File: src/rtl/bp_io_host_lite_pkg.sv
// Shared types and default register map for the lite I/O host.
// Latency: n/a (types, constants and a pure function only).
// Backpressure: n/a.
package bp_io_host_lite_pkg;

    typedef enum logic [3:0] {
        e_rd    = 4'd0,
        e_wr    = 4'd1,
        e_uc_rd = 4'd2,
        e_uc_wr = 4'd3
    } bp_msg_type_e;

    typedef enum logic [1:0] {
        S_IDLE  = 2'd0,
        S_STALL = 2'd1,
        S_RESP  = 2'd2
    } state_e;

    localparam logic [39:0] putchar_addr_gp = 40'h00_0010_1000;
    localparam logic [39:0] finish_addr_gp  = 40'h00_0010_2000;
    localparam logic [39:0] cycle_addr_gp   = 40'h00_0010_3000;

    // Keep only the bytes covered by a log2-byte size; sizes of 8 bytes or more pass through.
    function automatic logic [63:0] size_trunc(input logic [63:0] d, input logic [2:0] size);
        logic [63:0] r;
        case (size)
            3'd0:    r = {56'b0, d[7:0]};
            3'd1:    r = {48'b0, d[15:0]};
            3'd2:    r = {32'b0, d[31:0]};
            default: r = d;
        endcase
        return r;
    endfunction

endpackage

File: src/rtl/bp_io_host_lite_fifo.sv
// Small ready-valid FIFO (power-of-two depth) holding putchar bytes.
// Latency: an enqueued entry is visible at the head the cycle after it is written.
// Backpressure: enq_rdy_o drops when full unless the head is popped that same cycle.
module bp_io_host_lite_fifo #(
    parameter int width_p = 8,
    parameter int els_p   = 4
) (
    input  logic               clk_i,
    input  logic               reset_i,
    input  logic               enq_v_i,
    input  logic [width_p-1:0] enq_dat_i,
    output logic               enq_rdy_o,
    output logic               deq_v_o,
    output logic [width_p-1:0] deq_dat_o,
    input  logic               deq_rdy_i
);
    localparam int ptr_w = $clog2(els_p);

    logic [width_p-1:0] mem_q [els_p];
    logic [ptr_w:0]     wr_ptr_q, rd_ptr_q;
    logic               empty, full, enq, deq;

    // Pointers carry one extra wrap bit so full and empty are distinguishable.
    assign empty     = (wr_ptr_q == rd_ptr_q);
    assign full      = (wr_ptr_q[ptr_w] != rd_ptr_q[ptr_w]) &&
                       (wr_ptr_q[ptr_w-1:0] == rd_ptr_q[ptr_w-1:0]);
    assign deq_v_o   = ~empty;
    assign deq       = deq_v_o & deq_rdy_i;
    assign enq_rdy_o = ~full | deq;
    assign enq       = enq_v_i & enq_rdy_o;
    // Head is forced to zero when empty so the byte output is clean out of reset.
    assign deq_dat_o = empty ? '0 : mem_q[rd_ptr_q[ptr_w-1:0]];

    // Storage write; contents are don't-care until a pointer covers them.
    always_ff @(posedge clk_i) begin
        if (enq) mem_q[wr_ptr_q[ptr_w-1:0]] <= enq_dat_i;
    end

    // Pointer advance on push and pop.
    always_ff @(posedge clk_i or posedge reset_i) begin
        if (reset_i) begin
            wr_ptr_q <= '0;
            rd_ptr_q <= '0;
        end else begin
            if (enq) wr_ptr_q <= wr_ptr_q + (ptr_w+1)'(1);
            if (deq) rd_ptr_q <= rd_ptr_q + (ptr_w+1)'(1);
        end
    end

endmodule

File: src/rtl/bp_io_host_lite.sv
// I/O host for the uncached io_cmd stream: putchar byte FIFO, sticky finish flag, cycle counter.
// Latency: response valid the cycle after accept; longer only while a putchar waits on a full FIFO.
// Backpressure: one command outstanding; io_cmd_ready_o stays low until the response is yumi'd.
module bp_io_host_lite
    import bp_io_host_lite_pkg::*;
#(
    parameter int paddr_width_p   = 40,
    parameter int payload_width_p = 16,
    parameter int tx_fifo_els_p   = 4,
    parameter logic [paddr_width_p-1:0] putchar_addr_p = paddr_width_p'(putchar_addr_gp),
    parameter logic [paddr_width_p-1:0] finish_addr_p  = paddr_width_p'(finish_addr_gp),
    parameter logic [paddr_width_p-1:0] cycle_addr_p   = paddr_width_p'(cycle_addr_gp)
) (
    input  logic                       clk_i,
    input  logic                       reset_i,
    input  logic [3:0]                 io_cmd_type_i,
    input  logic [paddr_width_p-1:0]   io_cmd_addr_i,
    input  logic [2:0]                 io_cmd_size_i,
    input  logic [63:0]                io_cmd_data_i,
    input  logic [payload_width_p-1:0] io_cmd_payload_i,
    input  logic                       io_cmd_v_i,
    output logic                       io_cmd_ready_o,
    output logic [3:0]                 io_resp_type_o,
    output logic [paddr_width_p-1:0]   io_resp_addr_o,
    output logic [2:0]                 io_resp_size_o,
    output logic [63:0]                io_resp_data_o,
    output logic [payload_width_p-1:0] io_resp_payload_o,
    output logic                       io_resp_v_o,
    input  logic                       io_resp_yumi_i,
    output logic [7:0]                 tx_data_o,
    output logic                       tx_v_o,
    input  logic                       tx_ready_i,
    output logic                       program_finish_o,
    output logic [7:0]                 finish_code_o,
    output logic                       err_unmapped_o
);
    state_e      state_q, state_d;
    logic [63:0] cycle_q;
    logic [7:0]  tx_byte_q;
    logic        accept, cmd_is_wr, hit_put, hit_fin, hit_cyc, put_wr;
    logic        fifo_enq_v, fifo_enq_rdy;
    logic [7:0]  fifo_enq_dat;
    logic [63:0] rd_raw;
    logic        unused_data;

    assign accept    = io_cmd_v_i & io_cmd_ready_o;
    // Only the two write types write; every other type behaves as a read.
    assign cmd_is_wr = (io_cmd_type_i == e_wr) || (io_cmd_type_i == e_uc_wr);
    assign hit_put   = (io_cmd_addr_i == putchar_addr_p);
    assign hit_fin   = (io_cmd_addr_i == finish_addr_p);
    assign hit_cyc   = (io_cmd_addr_i == cycle_addr_p);
    assign put_wr    = cmd_is_wr & hit_put;

    // Push at accept if there is room, otherwise retry from the latched byte while stalled.
    assign fifo_enq_v   = (accept & put_wr) | (state_q == S_STALL);
    assign fifo_enq_dat = (state_q == S_STALL) ? tx_byte_q : io_cmd_data_i[7:0];

    assign io_cmd_ready_o = (state_q == S_IDLE);
    assign io_resp_v_o    = (state_q == S_RESP);
    assign unused_data    = ^io_cmd_data_i[63:8];

    bp_io_host_lite_fifo #(
        .width_p (8),
        .els_p   (tx_fifo_els_p)
    ) tx_fifo (
        .clk_i     (clk_i),
        .reset_i   (reset_i),
        .enq_v_i   (fifo_enq_v),
        .enq_dat_i (fifo_enq_dat),
        .enq_rdy_o (fifo_enq_rdy),
        .deq_v_o   (tx_v_o),
        .deq_dat_o (tx_data_o),
        .deq_rdy_i (tx_ready_i)
    );

    // Raw read value of the addressed register before size truncation.
    always_comb begin
        rd_raw = '0;
        if (hit_fin)      rd_raw = {63'b0, program_finish_o};
        else if (hit_cyc) rd_raw = cycle_q;
    end

    // FSM state register.
    always_ff @(posedge clk_i or posedge reset_i) begin
        if (reset_i) state_q <= S_IDLE;
        else         state_q <= state_d;
    end

    // Next state: a putchar that finds no FIFO room parks in S_STALL until it can push.
    always_comb begin
        state_d = state_q;
        case (state_q)
            S_IDLE:  if (io_cmd_v_i) state_d = (put_wr && !fifo_enq_rdy) ? S_STALL : S_RESP;
            S_STALL: if (fifo_enq_rdy) state_d = S_RESP;
            S_RESP:  if (io_resp_yumi_i) state_d = S_IDLE;
            default: state_d = S_IDLE;
        endcase
    end

    // Capture the response at accept; read data is sampled here so it stays stable while pending.
    always_ff @(posedge clk_i or posedge reset_i) begin
        if (reset_i) begin
            io_resp_type_o    <= '0;
            io_resp_addr_o    <= '0;
            io_resp_size_o    <= '0;
            io_resp_data_o    <= '0;
            io_resp_payload_o <= '0;
            tx_byte_q         <= '0;
        end else if (accept) begin
            io_resp_type_o    <= io_cmd_type_i;
            io_resp_addr_o    <= io_cmd_addr_i;
            io_resp_size_o    <= io_cmd_size_i;
            io_resp_data_o    <= cmd_is_wr ? '0 : size_trunc(rd_raw, io_cmd_size_i);
            io_resp_payload_o <= io_cmd_payload_i;
            tx_byte_q         <= io_cmd_data_i[7:0];
        end
    end

    // Finish flag/code and the sticky unmapped-access flag.
    always_ff @(posedge clk_i or posedge reset_i) begin
        if (reset_i) begin
            program_finish_o <= 1'b0;
            finish_code_o    <= '0;
            err_unmapped_o   <= 1'b0;
        end else if (accept) begin
            if (cmd_is_wr && hit_fin) begin
                program_finish_o <= 1'b1;
                finish_code_o    <= io_cmd_data_i[7:0];
            end
            if (!(hit_put || hit_fin || hit_cyc)) err_unmapped_o <= 1'b1;
        end
    end

    // Free-running cycle counter, wraps naturally.
    always_ff @(posedge clk_i or posedge reset_i) begin
        if (reset_i) cycle_q <= '0;
        else         cycle_q <= cycle_q + 64'd1;
    end

endmodule

File: config.mk
export PLATFORM = sky130hd
export DESIGN_NAME = bp_io_host_lite
export DESIGN_NICKNAME = d
export VERILOG_FILES = /design/src/rtl/bp_io_host_lite_pkg.sv /design/src/rtl/bp_io_host_lite_fifo.sv /design/src/rtl/bp_io_host_lite.sv
export SDC_FILE = /design/constraint.sdc
export NUM_CORES = 1
export LEC_CHECK = 0
export ABC_AREA = 1
export CAP_MARGIN = 20
export CORE_UTILIZATION = 57
export DETAILED_ROUTE_END_ITERATION = 8
export DONT_BUFFER_PORTS = 1
export MAX_ROUTING_LAYER = met4
export PLACE_DENSITY = 0.75
export SLEW_MARGIN = 20
export SYNTH_ARGS = -nofsm -noshare
export SYNTH_HDL_FRONTEND = slang
export SYNTH_HIERARCHICAL = 1
export SYNTH_SLANG_ARGS = --single-unit
File: constraint.sdc
create_clock -name clk_i -period 6.34 [get_ports clk_i]
set_clock_uncertainty 0.2 [all_clocks]
set_input_delay 0 -clock clk_i [delete_from_list [all_inputs] [get_ports clk_i]]
set_output_delay 0 -clock clk_i [all_outputs]
set_load 0.01 [all_outputs]
==> results.md <==
* Sum Neg Setup Slack at 0 ns
* Clk sink count at around 250
* RSZ-0062 raised after global routing: false
* Crit-path max FO at 60
* Slew HR at 25.93%
* Wirelength per Cell at 20.68 µm
* Antenna violations before repair at 0
* Required @ worst endpoint at 6.61 ns
* CTS buffer count at 26
* Initial DRC count at 900
* # fillers at between 1000 and 1500
* Via count at approximately 10000
* Std cell rows at ~50
* Final WS setup at ~2.3 ns
* Most common library cells after synthesis: nand2_1 (498), dfrtp_1 (217), nor2_1 (133)
* Worst Setup End Kind: flip-flop
* Synth Register Bits at about 250
* Top delay family on crit path: buffers and inverters
* Area after DPL at roughly 12000 µm²
* Critical path type: flip-flop to flip-flop
* Sequential fraction of the synthesis area at a little under three fifths
* Post-CTS Setup Inserts at 0
* Final instance area at between 10000 and 15000 µm²
* Cells after Synth at ~1400
* Total number of yosys warnings at 6
* Via density at 5.754
* DRT Pass-1 Iters at 5
* First-pass GRT wire length at approximately 57000 µm
* Total gr overflow at 0
* Peak Freq at 0.2449 GHz
* Asr flop ratio synth at between 80% and 90%
* Max cap viols at 0
* Syn_nets at around 1500
* Io pins at between 200 and 300
* Die ar. at 20760 µm²
* Pwr Density at 318.6 nW/µm²
* Clock Pin Slew Worst Setup and Hold Paths at around 0.07 ns
* Area of the mapped netlist at ~12000 µm²
* Mean Syn Cell Area at 8.494 µm²
* Starting Density at between 50% and 60%
* GRT Util Overall at between 30% and 40%
* TritonCTS clock tree: built
* Worst Setup Start Kind: flip-flop
* Worst path bufs/invs at 3
* Share of layout cells above drive strength 1 at 5.639%
* Port Buffer Count at 0
* Failing checks: hold timing
* Antenna-violating nets left at 0
* Dpl hpwl at roughly 21000 µm
* CP peak stage delay at 0.92 ns
* Core Footprint at 19650 µm²
* Most common cell in the netlist: nand2_1
* Die X at 144.1 µm
* Worst-margin pin slew at around 1.1 ns
* Synth area leader: dfrtp_1
* GP Congestion at about 0.96
* H-Tree Depth at 1
* Antenna Cells at 0
* Maximum vdd ir drop at roughly 0.17 mV
* Critical path, cell by cell: nor2_2 -> nand2_4 -> inv_2 -> nand2_1 -> dlygate4sd3_1 -> nand2_1 -> dlygate4sd3_1
* Max Transition Viols Final at 0
* Tightest Hold Check Type: input pin to async pin
* Final hold vios at 9
* Crit path DAT at ~4.4 ns
* Cell variety after synth at 36
* Number of global-route vias before repair at between 10000 and 15000
* CTS Buffer Depth at 3
* Fin crit period at ~4.1 ns
* Top cells by area, synth: dfrtp_1 (47%), nand2_1 (16%), edfxtp_1 (8.3%)
* Pin count of the biggest net entering global routing at between 100 and 150
* Clk_lat worst skew at roughly 0.54 ns
* Die Y at 144.1 µm
* Period Utilization, post-route at between 60% and 70%
* Status: finished with violations
* Nets at ~1600
* Post-synth top flop: dfrtp_1
* LEAKAGE at between 6 and 7 nW
* CP max stage cell: inv_2
* DRC at 0
* Layout Area Growth over Synthesis at 23.24%
* Final WL at approximately 37000 µm
* Post-synth EDFFs at 32
* Synth top area share at a little under half
* Resize count post-CTS at 0
* CTS root buf: clkbuf_16
* Setup Viol. Count Final at 0
* Worst Hold Slack at -0.02195 ns
* DP Worst Slack at between 2 and 3 ns
-- sequential cells by signal, summed over array words and instances (netlist names) --
name and count:
io_resp_payload_o 16, tx_fifo/rd_ptr_q 3, err_unmapped_o 1, tx_fifo/mem_q 32, io_resp_data_o 64, io_resp_size_o 3
program_finish_o 1, finish_code_o 8, state_q 2, tx_fifo/wr_ptr_q 3, tx_byte_q 8, io_resp_addr_o 40
cycle_q 64, io_resp_type_o 4
-- metal layers --
layer	vias to the layer above	part of all wire [%]	global-route usage, %
met5	-	0	-
met4	0	5.2	19.26
met3	150	8.8	9.007
met2	558	49	61.51
met1	4960	37	42.89
li1	4632	-	-
-- per-stage QoR --
step / instances / power (mW) / util [%]
after floorplan: 1355 / 2.423 / -
after global placement: 1578 / 2.535 / 59.21
after detailed placement: 1578 / 2.561 / 59.21
after CTS: 1789 / 4.349 / 72.04
after global routing: 1790 / 4.672 / 72.17
final: 1790 / 4.519 / 72.17
-- layout by cell type (no fill, tap or decap), types with 27 or more instances in the layout --
cell           netlist  final
nand2_1            498    498
dfrtp_1            217    217
dlygate4sd3_1        0    164
nor2_1             133    132
inv_1              102    101
nand4_1             72     72
o21ai_0             63     63
nand3_1             44     44
xor2_1              39     39
edfxtp_1            32     32
nor3_1              27     27
clkbuf_16            0     27
-- path summary, 6_finish.rpt --
path                            cells after the start                 end             start  slack [ns]
worst max-delay path                                7  io_resp_addr_o[37]        state_q[0]        2.26
worst min-delay path                                2  io_resp_addr_o[35]           reset_i       -0.02
worst max register to register                      7  io_resp_addr_o[37]        state_q[0]        2.26
worst min register to register                      2        tx_byte_q[4]      tx_byte_q[4]        0.30
max in group asynchronous                           3  io_resp_data_o[42]           reset_i        4.59
min in group clk_i                                  3        tx_byte_q[4]  io_cmd_data_i[4]        0.05
-- layout make-up --
| type | instances | area, µm² | area share (%) |
|---|---|---|---|
| Clock buffer | 38 | 767.0 | 5.407 |
| Tap cell | 265 | 331.6 | 2.337 |
| Timing Repair Buffer | 169 | 1695 | 11.95 |
| Sequential cell | 249 | 6391 | 45.06 |
| Multi-Input combinational cell | 951 | 4467 | 31.49 |
| Clock inverter | 9 | 112.6 | 0.7939 |
| Inverter | 109 | 420.4 | 2.964 |
-- cell families after synthesis --
| kind of cell | count (synthesis) | synth area share, % |
|---|---|---|
| and+or+nand+nor | 810 | 30.28 |
| DFF | 249 | 55.53 |
| buffers and inverters | 155 | 5.729 |
| AOI/OAI and AO/OA | 78 | 3.479 |
| xor gates and xnor gates | 57 | 4.337 |
| adders and majority gates | 6 | 0.6522 |
-- report_power, final --
part	internal, mW	leakage [nW]	switching, mW	total (mW)
combinational	0.332	2.94	0.470	0.803
sequential	1.84	3.18	0.302	2.14
clock	0.923	0.431	0.654	1.58
total	3.09	6.55	1.43	4.52
-- what timing repair did --
action | in CTS | in global routing
endpoints found under the hold margin | 317 | 0
hold buffers | 164 | 0
endpoints found under the setup margin | 0 | 0
(Power assumes the default switching activity.)
